<file path="src/rtl/regfile_pkg.sv">
// Shared register-file constants and helpers for the write-back path.
package regfile_pkg;

  localparam int REG_AW   = 5;
  localparam int REG_DW   = 32;
  localparam int NUM_REGS = 32;
  localparam int ZERO_REG = 0;

  // Index of the set bit in a one-hot vector (zero when no bit is set).
  function automatic logic [4:0] onehot_to_idx(input logic [31:0] oh);
    logic [4:0] idx;
    idx = '0;
    for (int i = 0; i < 32; i++) begin
      if (oh[i]) idx = 5'(i);
    end
    return idx;
  endfunction

endpackage

</file>
<file path="src/rtl/rr_arbiter.sv">
// Round-robin arbiter: grants the first requester at or after ptr (with wrap).
// ptr moves just past the winner whenever the caller signals advance.
module rr_arbiter #(
  parameter int N = 3
) (
  input  logic         clk,
  input  logic         rst_n,
  input  logic [N-1:0] req,
  input  logic         advance,
  output logic [N-1:0] grant
);
  import regfile_pkg::*;

  localparam int PW = (N > 1) ? $clog2(N) : 1;

  logic [PW-1:0]  r_ptr;
  logic [PW-1:0]  w_ptr_nxt;
  logic [2*N-1:0] w_req_dbl;
  logic [N-1:0]   w_rot;
  logic [N-1:0]   w_rot_gnt;
  logic [2*N-1:0] w_gnt_dbl;
  logic [4:0]     w_gidx;

  // Rotate requests so ptr sits at bit 0, keep the lowest set bit, rotate back.
  always_comb begin
    w_req_dbl = {req, req} >> r_ptr;
    w_rot     = w_req_dbl[N-1:0];
    w_rot_gnt = w_rot & (-w_rot);
    w_gnt_dbl = {w_rot_gnt, w_rot_gnt} << r_ptr;
    grant     = w_gnt_dbl[2*N-1:N];
  end

  // Next pointer is one past the granted requester, wrapping at N.
  always_comb begin
    w_gidx = onehot_to_idx(32'(grant));
    if (int'(w_gidx) >= N - 1) w_ptr_nxt = '0;
    else                       w_ptr_nxt = PW'(w_gidx + 5'd1);
  end

  // Pointer register; only moves on an accepted handshake.
  always_ff @(posedge clk or negedge rst_n) begin
    if (!rst_n)       r_ptr <= '0;
    else if (advance) r_ptr <= w_ptr_nxt;
  end

endmodule

</file>
<file path="src/rtl/regfile_wb_arbiter.sv">
// Write-back arbiter for the register file's single write port, plus the
// pending-write busy map read by issue/stall logic.
module regfile_wb_arbiter
  import regfile_pkg::*;
#(
  parameter int NREQ = 3,
  parameter int DW   = REG_DW,
  parameter int AW   = REG_AW
) (
  input  logic               clk,
  input  logic               rst_n,
  input  logic [NREQ-1:0]    req_valid,
  output logic [NREQ-1:0]    req_ready,
  input  logic [NREQ*AW-1:0] req_addr,
  input  logic [NREQ*DW-1:0] req_data,
  input  logic               rsv_valid,
  input  logic [AW-1:0]      rsv_addr,
  output logic [NUM_REGS-1:0] busy_map,
  output logic               rf_regW,
  output logic [AW-1:0]      rf_wrA,
  output logic [DW-1:0]      rf_wrD
);

  logic [NREQ-1:0]     w_grant;
  logic                w_hs;
  logic [AW-1:0]       w_addr;
  logic [DW-1:0]       w_data;
  logic [NUM_REGS-1:0] w_busy_nxt;
  logic [NUM_REGS-1:0] r_busy;
  logic                r_regw;
  logic [AW-1:0]       r_wra;
  logic [DW-1:0]       r_wrd;

  rr_arbiter #(.N(NREQ)) u_arb (
    .clk     (clk),
    .rst_n   (rst_n),
    .req     (req_valid),
    .advance (w_hs),
    .grant   (w_grant)
  );

  // Grant is masked during reset so nothing looks accepted while rst_n is low.
  always_comb begin
    req_ready = w_grant & {NREQ{rst_n}};
    w_hs      = |req_ready;
  end

  // Select the winning requester's address and data.
  always_comb begin
    w_addr = '0;
    w_data = '0;
    for (int i = 0; i < NREQ; i++) begin
      if (req_ready[i]) begin
        w_addr = req_addr[i*AW +: AW];
        w_data = req_data[i*DW +: DW];
      end
    end
  end

  // Busy map: accepted write clears, new reservation sets (set wins), r0 never busy.
  always_comb begin
    w_busy_nxt = r_busy;
    if (w_hs)      w_busy_nxt[w_addr]   = 1'b0;
    if (rsv_valid) w_busy_nxt[rsv_addr] = 1'b1;
    w_busy_nxt[ZERO_REG] = 1'b0;
  end

  // Busy map register.
  always_ff @(posedge clk or negedge rst_n) begin
    if (!rst_n) r_busy <= '0;
    else        r_busy <= w_busy_nxt;
  end

  // Write-port output stage; address/data hold when idle, r0 writes suppressed.
  always_ff @(posedge clk or negedge rst_n) begin
    if (!rst_n) begin
      r_regw <= 1'b0;
      r_wra  <= '0;
      r_wrd  <= '0;
    end else if (w_hs) begin
      r_regw <= (w_addr != AW'(ZERO_REG));
      r_wra  <= w_addr;
      r_wrd  <= w_data;
    end else begin
      r_regw <= 1'b0;
    end
  end

  assign busy_map = r_busy;
  assign rf_regW  = r_regw;
  assign rf_wrA   = r_wra;
  assign rf_wrD   = r_wrd;

endmodule

</file>
<file path="config.mk">
export PLATFORM = sky130hd
export DESIGN_NAME = regfile_wb_arbiter
export DESIGN_NICKNAME = d
export VERILOG_FILES = /design/src/rtl/regfile_pkg.sv /design/src/rtl/rr_arbiter.sv /design/src/rtl/regfile_wb_arbiter.sv
export SDC_FILE = /design/constraint.sdc
export NUM_CORES = 1
export LEC_CHECK = 0
export ABC_AREA = 1
export ABC_CLOCK_PERIOD_IN_PS = 2600
export CORE_ASPECT_RATIO = 0.75
export CORE_MARGIN = 2
export CORE_UTILIZATION = 41
export CTS_CLUSTER_DIAMETER = 200
export DETAILED_ROUTE_END_ITERATION = 8
export PLACE_DENSITY = 0.82
export SYNTH_ARGS = -nofsm -noshare
export SYNTH_HDL_FRONTEND = slang
export SYNTH_SLANG_ARGS = --single-unit
</file>
<file path="constraint.sdc">
create_clock -name clk -period 2.6 [get_ports clk]
set_clock_uncertainty 0.15 [all_clocks]
set_input_delay 0.65 -clock clk [delete_from_list [all_inputs] [get_ports clk]]
set_output_delay 0.65 -clock clk [all_outputs]
set_load 0.05 [all_outputs]
</file>
======== Word level (Yosys, flattened, before mapping) ========
Index checks and enable logic that the tools add are counted.
word-level totals
  word-level logic and storage cells ...... 39
  register bits ........................... 71
  input port bits ......................... 122
  ROM bits ................................ 0
  bits in latches ......................... 0
  memories ................................ 0
  output and inout port bits .............. 73
  memory bits (writable) .................. 0
operators by class
  $add $sub $neg .......................... 2
  reductions and logical operators ........ 4
  magnitude comparators ................... 5
  multipliers ............................. 0
  bitwise operators ....................... 5
  multiplexer cells ....................... 16
  equality and inequality tests ........... 0
  shift operators ......................... 2
  divide/modulo/power cells ............... 0
operators with widths
  cell                 number
  $mux 32              5
  $and 32x32->32       1
  $not 32->32          1
  $or 32x32->32        1
  $mux 5               3
  $lt 5x6->1 const B   2
  $demux 1 s5          2
  $ge 5x1->1 const B   2
  $and 3x3->3          2
  $shl 6x2->6          1
  $shr 6x2->3          1
  $reduce_bool 5->1    1
  $mux 1               4
  $mux 2               2
  $neg 3->3            1
  $reduce_or 3->1      1
  $add 2x1->2 const B  1
  $ge 2x2->1 const B   1
  $logic_and 1x1->1    2

======== Logic depth before layout (Yosys ltp) ========
Gate-level depths: netlist of run 1.
  word-level depth ........................ 17
  gate-level depth with buffers ........... 18
  depth with buffers taken out ............ 17

======== Modules after synthesis ========
A second synthesis of run 1 with hierarchy kept.
unflattened totals
  cell total of the unflattened synthesis .. 554
  area total of the unflattened synthesis .. 4117.7 um^2
modules (own cells, without submodules)
  module              sequential area each (um^2)  area each (um^2)  cells an instance  times used
  regfile_wb_arbiter  1726.7                       3822.4            501                1
  rr_arbiter          50.0                         295.3             53                 1

======== Worst setup path before layout of run 1 ========
OpenSTA, ideal clock, no wires.
  path kind ............................... in2out
  start point ............................. input req_valid[0]
  end point ............................... output req_ready[2]
  arrival time ............................ 1.768 ns
  path slack .............................. 0.032 ns
  buffers on the path ..................... 1
  data required time ...................... 1.800 ns
  stages .................................. 10
  cells stage by stage .................... inv_1 -> nand2_1 -> nand3_1 -> nand2_1 -> nor2_2 -> nand2_2 -> nand3_1 -> nand3_4 -> inv_2 -> buf_2
between the ends
  longest elaborated chain between the ends .. 5
RTL lines
  element             RTL line                  text
  start: declaration  regfile_wb_arbiter.sv:12  input logic [NREQ-1:0] req_valid,
  $shr 6x2->3 *       rr_arbiter.sv:26          w_req_dbl = {req, req} >> r_ptr;
  $neg 3->3           rr_arbiter.sv:28          w_rot_gnt = w_rot & (-w_rot);
  $and 3x3->3 *       rr_arbiter.sv:28
  $shl 6x2->6 *       rr_arbiter.sv:29          w_gnt_dbl = {w_rot_gnt, w_rot_gnt} << r_ptr;
  $and 3x3->3 *       regfile_wb_arbiter.sv:44  req_ready = w_grant & {NREQ{rst_n}};
  end: declaration    regfile_wb_arbiter.sv:13  output logic [NREQ-1:0] req_ready,
Every way passes the cells marked *; elsewhere a longest branch is shown, timed or not.

======== Worst setup path in the final report of run 1 ========
  start point ............................. input req_valid[1]
  end point ............................... output req_ready[1]
Same word-level chain as after synthesis.

==> flow_summary.ini, run 1 <==
[floorplan]
die-area_um2 = 10310
die_w_um = 116.6
num_rows = 30
initial_utilization_pct = 42.54
fp.dieH_um = 88.43
core_area_um2 = 9159
io_pins = 195

[clock_network]
clkLatencyLatePin_ns = 0.33
cts_buffers = 9
cts.root.buffer_cell = clkbuf_16
cts.clk_slew.worst_paths_ns = 0.06
cts_tree = built
clockBufferDepth = 2
postCtsHoldBufs = 0
clock-sinks = 71
htreeDepth = 3

[timing]
finalSetupViolCount = 3
timing.final.crit_share_pct = 103.6
finalHoldViolations = 0
maxSlewHeadroom_pct = 55.88
fin_crit_ns = 2.693
rsz0062_at_grt = yes
slew_viol_final = 0
max_freq_mhz = 371.3
worstMarginPinSlew_ns = 0.6568
fin_hold_ws_ns = 0.1108
setup_slack_ns = -0.09293
fin_setup_tns_ns = -0.2424

[yosys]
syn_inst = 497
yosysUniqueCellTypes = 24
postSynthAreaPerCell_um2 = 7.840
syn_nets = 619
syn-cell-area_um2 = 3896
netlist.area_leader.share_pct = 45.60
yosys.area.top_type = dfrtp_1
ys.warnings.count = 0
ys_seq_elements = 71
ys_seq_area_share_pct = 45.60
yosys-top-cells-area = dfrtp_1 46%, nand2_1 20%, a41oi_1 7.2%

[critical_path]
endpoint = req_ready[1]
reg2reg_slack_ns = 0.05
crit_chain = clkdlybuf4s15_1 -> inv_2 -> nand2_4 -> nand3_2 -> nand2_4 -> inv_2 -> nand2_2 -> nand3_2 -> nand2_2 -> nand2_2 -> inv_2 -> buf_12
end_kind = output pin
startpoint_type = primary input
r2r-start = u_arb.r_ptr[0]$_DFFE_PN0N_
cp_slowest_cell = clkdlybuf4s15_1
path_max_fanout = 3
cp.arrival_ns = 1.89
slowest_delay_ns = 0.21
rr_endpoint = busy_map[17]$_DFF_PN0_
path_class = primary input to output pin
required_ns = 1.80
worst_r2r_path_depth = 16
cp-startpoint = req_valid[1]

[power_and_ir_drop]
seqPwrFrac_pct = 19.6
p_per_area_nw_per_um2 = 1550
vdd_drop_max_mv = 0.7110
leakage_nw = 2.928
clockPowerShare_pct = 13.7
power.net_switching_w = 0.005325
swShare_pct = 50.99
p_int_w = 0.005117
p_comb_share_pct = 66.7

[placement]
preCtsSetupSlack_ns = -0.3756
globalplace.congestion = 0.8680
place_hpwl_um = 10660
portBuffers = 193
dpl.cell_count = 822

[detailed_routing]
wl_um = 14980
drt_pass1_iterations = 5
drtIter0Drc = 363
drcViolationCount = 0
vias = 4537
wl_per_cell_um = 17.48
final_antenna_net_count = 0
vias_per_cell = 5.294

[grt]
antenna_found_initial = 0
grt_pass1_wl_um = 22270
grt_overflow = 0
grt_pass1_vias = 4529
grtUsageTotal_pct = 28.21
grt_max_degree = 47

[job]
maxCapViolCount = 0

[min_path]
hp-class = primary input to async pin

[layout]
antenna_cells = 0
area_growth_pct = 72.90
stdcell_count = 857
fin_nets = 846
layout-drive-gt1-share_pct = 17.97

[outcome]
status = finished, violations left
violations = setup timing
-- metrics by stage --
step | power, W | area [um^2] | utilization (%)
2_1_floorplan | 0.006197 | 3896 | -
3_3_place_gp | 0.008288 | 6101 | 66.61
3_5_place_dp | 0.008435 | 6101 | 66.61
4_1_cts | 0.01008 | 6551 | 71.53
5_1_grt | 0.01096 | 6736 | 73.55
6_report | 0.01044 | 6736 | 73.55
-- layout by cell type (no fill, tap or decap), types with 3 or more instances in the layout --
master,Yosys,final
nand2_1,204,194
clkdlybuf4s50_1,0,186
dfrtp_1,71,69
buf_4,9,39
nor2_1,36,36
a41oi_1,32,32
nand3_1,31,26
inv_1,18,15
nand2_2,11,13
nand3_2,10,12
nor3_1,12,12
o21ai_0,10,10
o21ai_1,9,9
clkbuf_16,0,9
nand2_4,0,8
nor2_2,10,8
nand3_4,4,7
buf_12,0,7
inv_2,6,6
inv_4,1,4
nor2_4,2,4
nand4_1,4,4
bufinv_16,0,3
-- worst min path at each step --
stage	to	start	cells past startpoint
6_report	rf_wrD[17]$_DFFE_PN0N_	rst_n	1
5_1_grt	rf_wrA[4]$_DFFE_PN0N_	rst_n	1
4_1_cts	rf_wrD[17]$_DFFE_PN0N_	rst_n	1
3_5_place_dp	busy_map[27]$_DFF_PN0_	busy_map[27]$_DFF_PN0_	2
3_3_place_gp	busy_map[8]$_DFF_PN0_	busy_map[8]$_DFF_PN0_	2
2_1_floorplan	busy_map[10]$_DFF_PN0_	rst_n	0
-- logic make-up after synthesis --
| group | after synthesis | share of synthesized area, % |
|---|---|---|
| AND/OR/NAND/NOR | 325 | 37.93 |
| AO/OA/AOI/OAI | 53 | 10.08 |
| other | 1 | 0.09625 |
| buffers and inverters | 47 | 6.294 |
| flip-flops | 71 | 45.60 |
-- power by group through the flow --
stage                     clock network (W)  logic, W  registers [W]
after global placement                    0   0.00625        0.00204
after global routing                0.00149   0.00736        0.00211
after detailed placement                  0   0.00639        0.00205
after floorplan                           0   0.00234        0.00386
after CTS                           0.00145   0.00657        0.00206
final                               0.00143   0.00696        0.00205
-- what timing repair did --
item | CTS | global route
resized for setup | 22 | 24
setup buffers | 6 | 13
pin swaps | 12 | 10
endpoints found under the setup margin | 24 | 40
endpoints found under the hold margin | 0 | 0
-- synth_stat cells --
cell,count
buf_6,2
nor2_2,10
nand2_2,11
nand2_1,204
nor2_4,2
inv_6,1
dfrtp_1,71
o2111ai_1,2
o21ai_1,9
nand3_2,10
nand4_1,4
a41oi_1,32
inv_1,18
nor2_1,36
nand3_1,31
o21ai_0,10
nand3_4,4
nor3_1,12
inv_2,6
nand4_2,1
conb_1,1
buf_2,10
inv_4,1
buf_4,9
-- flip-flops by register name (all words and copies together), names as in the netlist --
register,cells
busy_map,31
rf_regW,1
rf_wrA,5
rf_wrD,32
u_arb.r_ptr,2
-- per-layer routing --
metal,vias up,share of wire (%),global-route usage (%)
met3,52,6.7,7.055
met4,0,4.2,11.87
met5,-,0,0
met1,2163,39,33.90
li1,2105,-,-
met2,217,50,48.84
-- layout make-up --
| type | instances | area (um^2) |
|---|---|---|
| Multi-Input combinational cell | 379 | 1997 |
| Clock buffer | 9 | 225.2 |
| Sequential cell | 71 | 1779 |
| Timing Repair Buffer | 237 | 2342 |
| Inverter | 26 | 112.6 |
| Fill cell | 715 | 2422 |
| Tap cell | 128 | 160.2 |
| Clock inverter | 7 | 120.1 |
-- worst max-delay path: cells and delay by family --
kind,cells,cell delay [ns]
simple gates,7,0.67
buf+inv,5,0.57
(Power assumes the default switching activity.)
==> inputs of run 2 (changes only) <==
Settings changed: REMOVE_ABC_BUFFERS set to 1.
==> flow_summary.ini, run 2 (synthesis gave the netlist of run 1 again) <==
[outcome]
status = finished, violations left
violations = setup timing

[floorplan]
initial_utilization_pct = 42.54
fp.dieH_um = 88.43
die-area_um2 = 10310
num_rows = 30
die_w_um = 116.6
io_pins = 195
core_area_um2 = 9159

[timing]
setup_slack_ns = -0.03894
slew_viol_final = 0
fin_setup_tns_ns = -0.08228
finalSetupViolCount = 3
timing.final.crit_share_pct = 101.5
rsz0062_at_grt = yes
finalHoldViolations = 0
max_freq_mhz = 378.9
worstMarginPinSlew_ns = 0.6496
maxSlewHeadroom_pct = 56.36
fin_crit_ns = 2.639

[min_path]
hp-class = primary input to async pin

[detailed_routing]
vias_per_cell = 5.376
drtIter0Drc = 366
wl_um = 14890
final_antenna_net_count = 0
drt_pass1_iterations = 5
drcViolationCount = 0
wl_per_cell_um = 17.32
vias = 4623

[clock_network]
clock-sinks = 71
clkLatencyLatePin_ns = 0.33
cts_tree = built
postCtsHoldBufs = 0
cts.clk_slew.worst_paths_ns = 0.05
clockBufferDepth = 2
cts.root.buffer_cell = clkbuf_16
cts_buffers = 9
htreeDepth = 3

[critical_path]
startpoint_type = register
worst_r2r_path_depth = 17
rr_endpoint = busy_map[1]$_DFF_PN0_
cp.arrival_ns = 1.84
crit_chain = clkinv_4 -> nand2_4 -> nand2_1 -> nand2_2 -> nand2_2 -> nor2_4 -> nand2_2 -> nand3_2 -> nand3_4 -> inv_4 -> buf_12
path_class = register to output pin
end_kind = output pin
path_max_fanout = 5
required_ns = 1.80
r2r-start = u_arb.r_ptr[0]$_DFFE_PN0N_
crit_family = simple AND/OR/NAND/NOR gates
cp_slowest_cell = dfrtp_2
path_buf_inv = 3
crit_top_cell = nand2_2
reg2reg_slack_ns = 0.09
slowest_delay_ns = 0.46

[placement]
portBuffers = 193
place_hpwl_um = 10810
dpl.cell_count = 824
globalplace.congestion = 0.9151

[grt]
grt_max_degree = 34
antenna_found_initial = 0
grt_overflow = 0
grt_pass1_vias = 4669
grt_pass1_wl_um = 22630
grtUsageTotal_pct = 28.59

[layout]
area_growth_pct = 75.34
multi_input_area_um2 = 2044
antenna_cells = 0
final.fill_count = 661
layout-drive-gt1-share_pct = 18.58
layout_common_cells = 193 x nand2_1, 186 x clkdlybuf4s50_1, 69 x dfrtp_1, 41 x buf_4, 36 x nor2_1
fin_nets = 849
largest_reg_flops = 32
register_area_um2 = 1779
stdcell_count = 860
layout_commonest_cell = nand2_1

[power_and_ir_drop]
vdd_drop_max_mv = 0.8110
leakage_nw = 2.969
p_per_area_nw_per_um2 = 1550

[job]
maxCapViolCount = 0
==> run 2: worst max-delay path by stage <==
stage	cells after the start	start	slack, ns	endpoint
after floorplan	12	req_valid[0]	-0.07	rf_wrD[0]$_DFFE_PN0N_
after global placement	12	req_valid[2]	-0.34	req_ready[2]
after detailed placement	15	req_valid[1]	-0.44	busy_map[14]$_DFF_PN0_
after CTS	12	req_valid[1]	0.002	req_ready[1]
after global routing	11	u_arb.r_ptr[0]$_DFFE_PN0N_	-0.1	req_ready[1]
final	11	u_arb.r_ptr[0]$_DFFE_PN0N_	-0.04	req_ready[2]
==> run 2: cell type report <==
class / count / area share, %
timing repair buffer: 240 / 34.82
multi-input combinational: 379 / 29.93
sequential: 71 / 26.04
clock buffer: 11 / 3.700
tap: 128 / 2.344
inverter: 26 / 1.648
clock inverter: 5 / 1.520
==> run 2: metrics by stage <==
step / util (%) / total power, W / setup slack, ns / instance area, um^2 / hold WS (ns)
2_1_floorplan: - / 0.005982 / -0.07376 / 3756 / 0.2044
3_5_place_dp: 66.91 / 0.008477 / -0.4378 / 6128 / 0.3117
3_3_place_gp: 66.91 / 0.008329 / -0.3435 / 6128 / 0.3112
4_1_cts: 72.61 / 0.01024 / 0.001608 / 6650 / 0.07984
6_report: 74.59 / 0.01059 / -0.03894 / 6832 / 0.09274
5_1_grt: 74.59 / 0.01114 / -0.09931 / 6832 / 0.09489
==> run 2: where the power goes <==
part           switching [W]  internal (W)
sequential          0.000355       0.00170
clock               0.000464      0.000989
combinational        0.00453       0.00255
==> run 2: metal layers <==
metal	wire (um)	part of all wire (%)	track usage (%)	up-vias
met2	7461	50	48.31	228
met4	397	2.7	10.70	0
met1	5905	40	35.85	2244
li1	-	-	-	2110
met3	1128	7.6	7.123	41
met5	0	0	0	-
==> run 2: what timing repair did <==
| action | in CTS | in global routing |
|---|---|---|
| setup buffers | 12 | 8 |
| pin swaps | 9 | 15 |
| gates resized for setup | 25 | 30 |
| endpoints found under the setup margin | 37 | 30 |
==> run 2: worst register-to-register path, delay by kind of cell (launching register included) <==
kind | cells | cell delay (ns)
AND/OR/NAND/NOR | 14 | 1.36
flip-flops | 1 | 0.46
buffers and inverters | 3 | 0.40
==> inputs of run 3 (changes only) <==
Settings changed: HOLD_SLACK_MARGIN set to 0.08.
==> flow_summary.ini, run 3 (synthesis gave the netlist of run 1 again) <==
[critical_path]
reg2reg_slack_ns = 0.05
startpoint_type = register
path_class = register to output pin
endpoint = req_ready[2]
r2r-start = u_arb.r_ptr[0]$_DFFE_PN0N_
crit_top_cell = nand2_2
required_ns = 1.80
slowest_delay_ns = 0.44
rr_endpoint = busy_map[1]$_DFF_PN0_
cp.arrival_ns = 1.84
worst_r2r_path_depth = 17
cp-startpoint = u_arb.r_ptr[0]$_DFFE_PN0N_
end_kind = output pin
path_max_fanout = 4
cp_slowest_cell = dfrtp_2
crit_chain = clkinv_4 -> nand2_4 -> nand2_1 -> nand2_2 -> nand2_2 -> nor2_4 -> nand2_2 -> nand3_2 -> nand3_4 -> inv_4 -> buf_12

[power_and_ir_drop]
p_per_area_nw_per_um2 = 1555
leakage_nw = 2.973
vdd_drop_max_mv = 0.8080

[detailed_routing]
wl_per_cell_um = 17.98
vias = 4722
drtIter0Drc = 424
drcViolationCount = 0
final_antenna_net_count = 0
wl_um = 15480
vias_per_cell = 5.484
drt_pass1_iterations = 5

[outcome]
status = finished, violations left
violations = setup timing

[layout]
final_area_um2 = 6852
area_growth_pct = 75.85
utilization_pct = 74.81
layout-drive-gt1-share_pct = 18.55
fin_nets = 850
antenna_cells = 0
layout_commonest_cell = nand2_1
largest_reg_flops = 32
layout_common_cells = 191 x nand2_1, 186 x clkdlybuf4s50_1, 69 x dfrtp_1, 39 x buf_4, 36 x nor2_1

[clock_network]
htreeDepth = 3
cts.root.buffer_cell = clkbuf_16
cts_tree = built
cts.clk_slew.worst_paths_ns = 0.06
clockBufferDepth = 2
clock-sinks = 71
cts_buffers = 9
clkLatencyLatePin_ns = 0.33

[timing]
slew_viol_final = 0
fin_crit_ns = 2.640
timing.final.crit_share_pct = 101.5
max_freq_mhz = 378.8
finalSetupViolCount = 3
maxSlewHeadroom_pct = 57.81
setup_slack_ns = -0.03999
worstMarginPinSlew_ns = 0.6280
finalHoldViolations = 0
rsz0062_at_grt = yes

[min_path]
hp-class = register to register
min_path_cells = 2

[floorplan]
die_w_um = 116.6
die-area_um2 = 10310
initial_utilization_pct = 42.54
io_pins = 195
core_area_um2 = 9159
fp.dieH_um = 88.43
num_rows = 30

[job]
maxCapViolCount = 0

[placement]
portBuffers = 193
placed_area_um2 = 6128
place_hpwl_um = 10810
globalplace.congestion = 0.9151

[grt]
grt_pass1_vias = 4746
grt_overflow = 0
grt_pass1_wl_um = 23000
grt_max_degree = 34
grtUsageTotal_pct = 29.04
antenna_found_initial = 0
-- run 3: changes by cell type in the layout (fill, tap and decap cells not counted), moves of 2 or more --
cell / before / now
dlygate4sd3_1: 0 / 4
nand2_1: 193 / 191
nand2_2: 13 / 15
buf_4: 41 / 39
nor2_4: 6 / 8
nor2_2: 6 / 4
-- run 3: cell type report --
type | count | area [um^2]
repair buffers | 241 | 2381
fillers | 657 | 2307
multi-input cells | 379 | 2059
flip-flops and latches | 71 | 1779
clock buffers | 11 | 252.7
well taps | 128 | 160.2
inverters | 26 | 115.1
clock inverters | 5 | 103.9
-- run 3: layer usage --
| metal | track usage, % | wire (um) |
|---|---|---|
| met3 | 7.192 | 1186 |
| met5 | 0 | 0 |
| met1 | 35.75 | 6048 |
| met4 | 11.98 | 590 |
| met2 | 49.37 | 7659 |
-- run 3: worst min path at each step --
stage,slack [ns],startpoint,endpoint
floorplan,0.20,rst_n,busy_map[10]$_DFF_PN0_
global placement,0.31,busy_map[27]$_DFF_PN0_,busy_map[27]$_DFF_PN0_
detailed placement,0.31,busy_map[26]$_DFF_PN0_,busy_map[26]$_DFF_PN0_
CTS,0.33,busy_map[26]$_DFF_PN0_,busy_map[26]$_DFF_PN0_
global route,0.35,busy_map[17]$_DFF_PN0_,busy_map[17]$_DFF_PN0_
finish,0.32,busy_map[26]$_DFF_PN0_,busy_map[26]$_DFF_PN0_
-- run 3: metrics by stage --
stage	total power (W)	worst slack [ns]	TNS (ns)	std cells	hold WS [ns]
after global routing	0.01119	-0.1239	-1.066	861	0.3469
after detailed placement	0.008477	-0.4378	-24.43	824	0.3117
after floorplan	0.005982	-0.07376	-2.730	476	0.2044
after global placement	0.008329	-0.3435	-19.33	824	0.3112
final	0.01065	-0.03999	-0.07718	861	0.3220
after CTS	0.01025	0.006613	0	856	0.3250
-- run 3: report_power, final --
| part | leakage (nW) | switching, W | internal, W |
|---|---|---|---|
| clock | 0.176 | 0.000472 | 0.000989 |
| combinational | 1.94 | 0.00460 | 0.00254 |
| sequential | 0.853 | 0.000355 | 0.00170 |
-- run 3: critical path, delay by kind of cell, from the launching register on --
family	cells	cell delay (ns)
buffers and inverters	3	0.33
and+or+nand+nor	8	0.72
DFF	1	0.44
-- run 3: timing repair --
action | 4_1_cts | 5_1_grt
buffers inserted | 12 | 5
gates resized for setup | 25 | 36
endpoints found under the hold margin | 1 | 0
hold buffers | 4 | 0
setup endpoints to repair | 37 | 33
pin swaps | 9 | 17
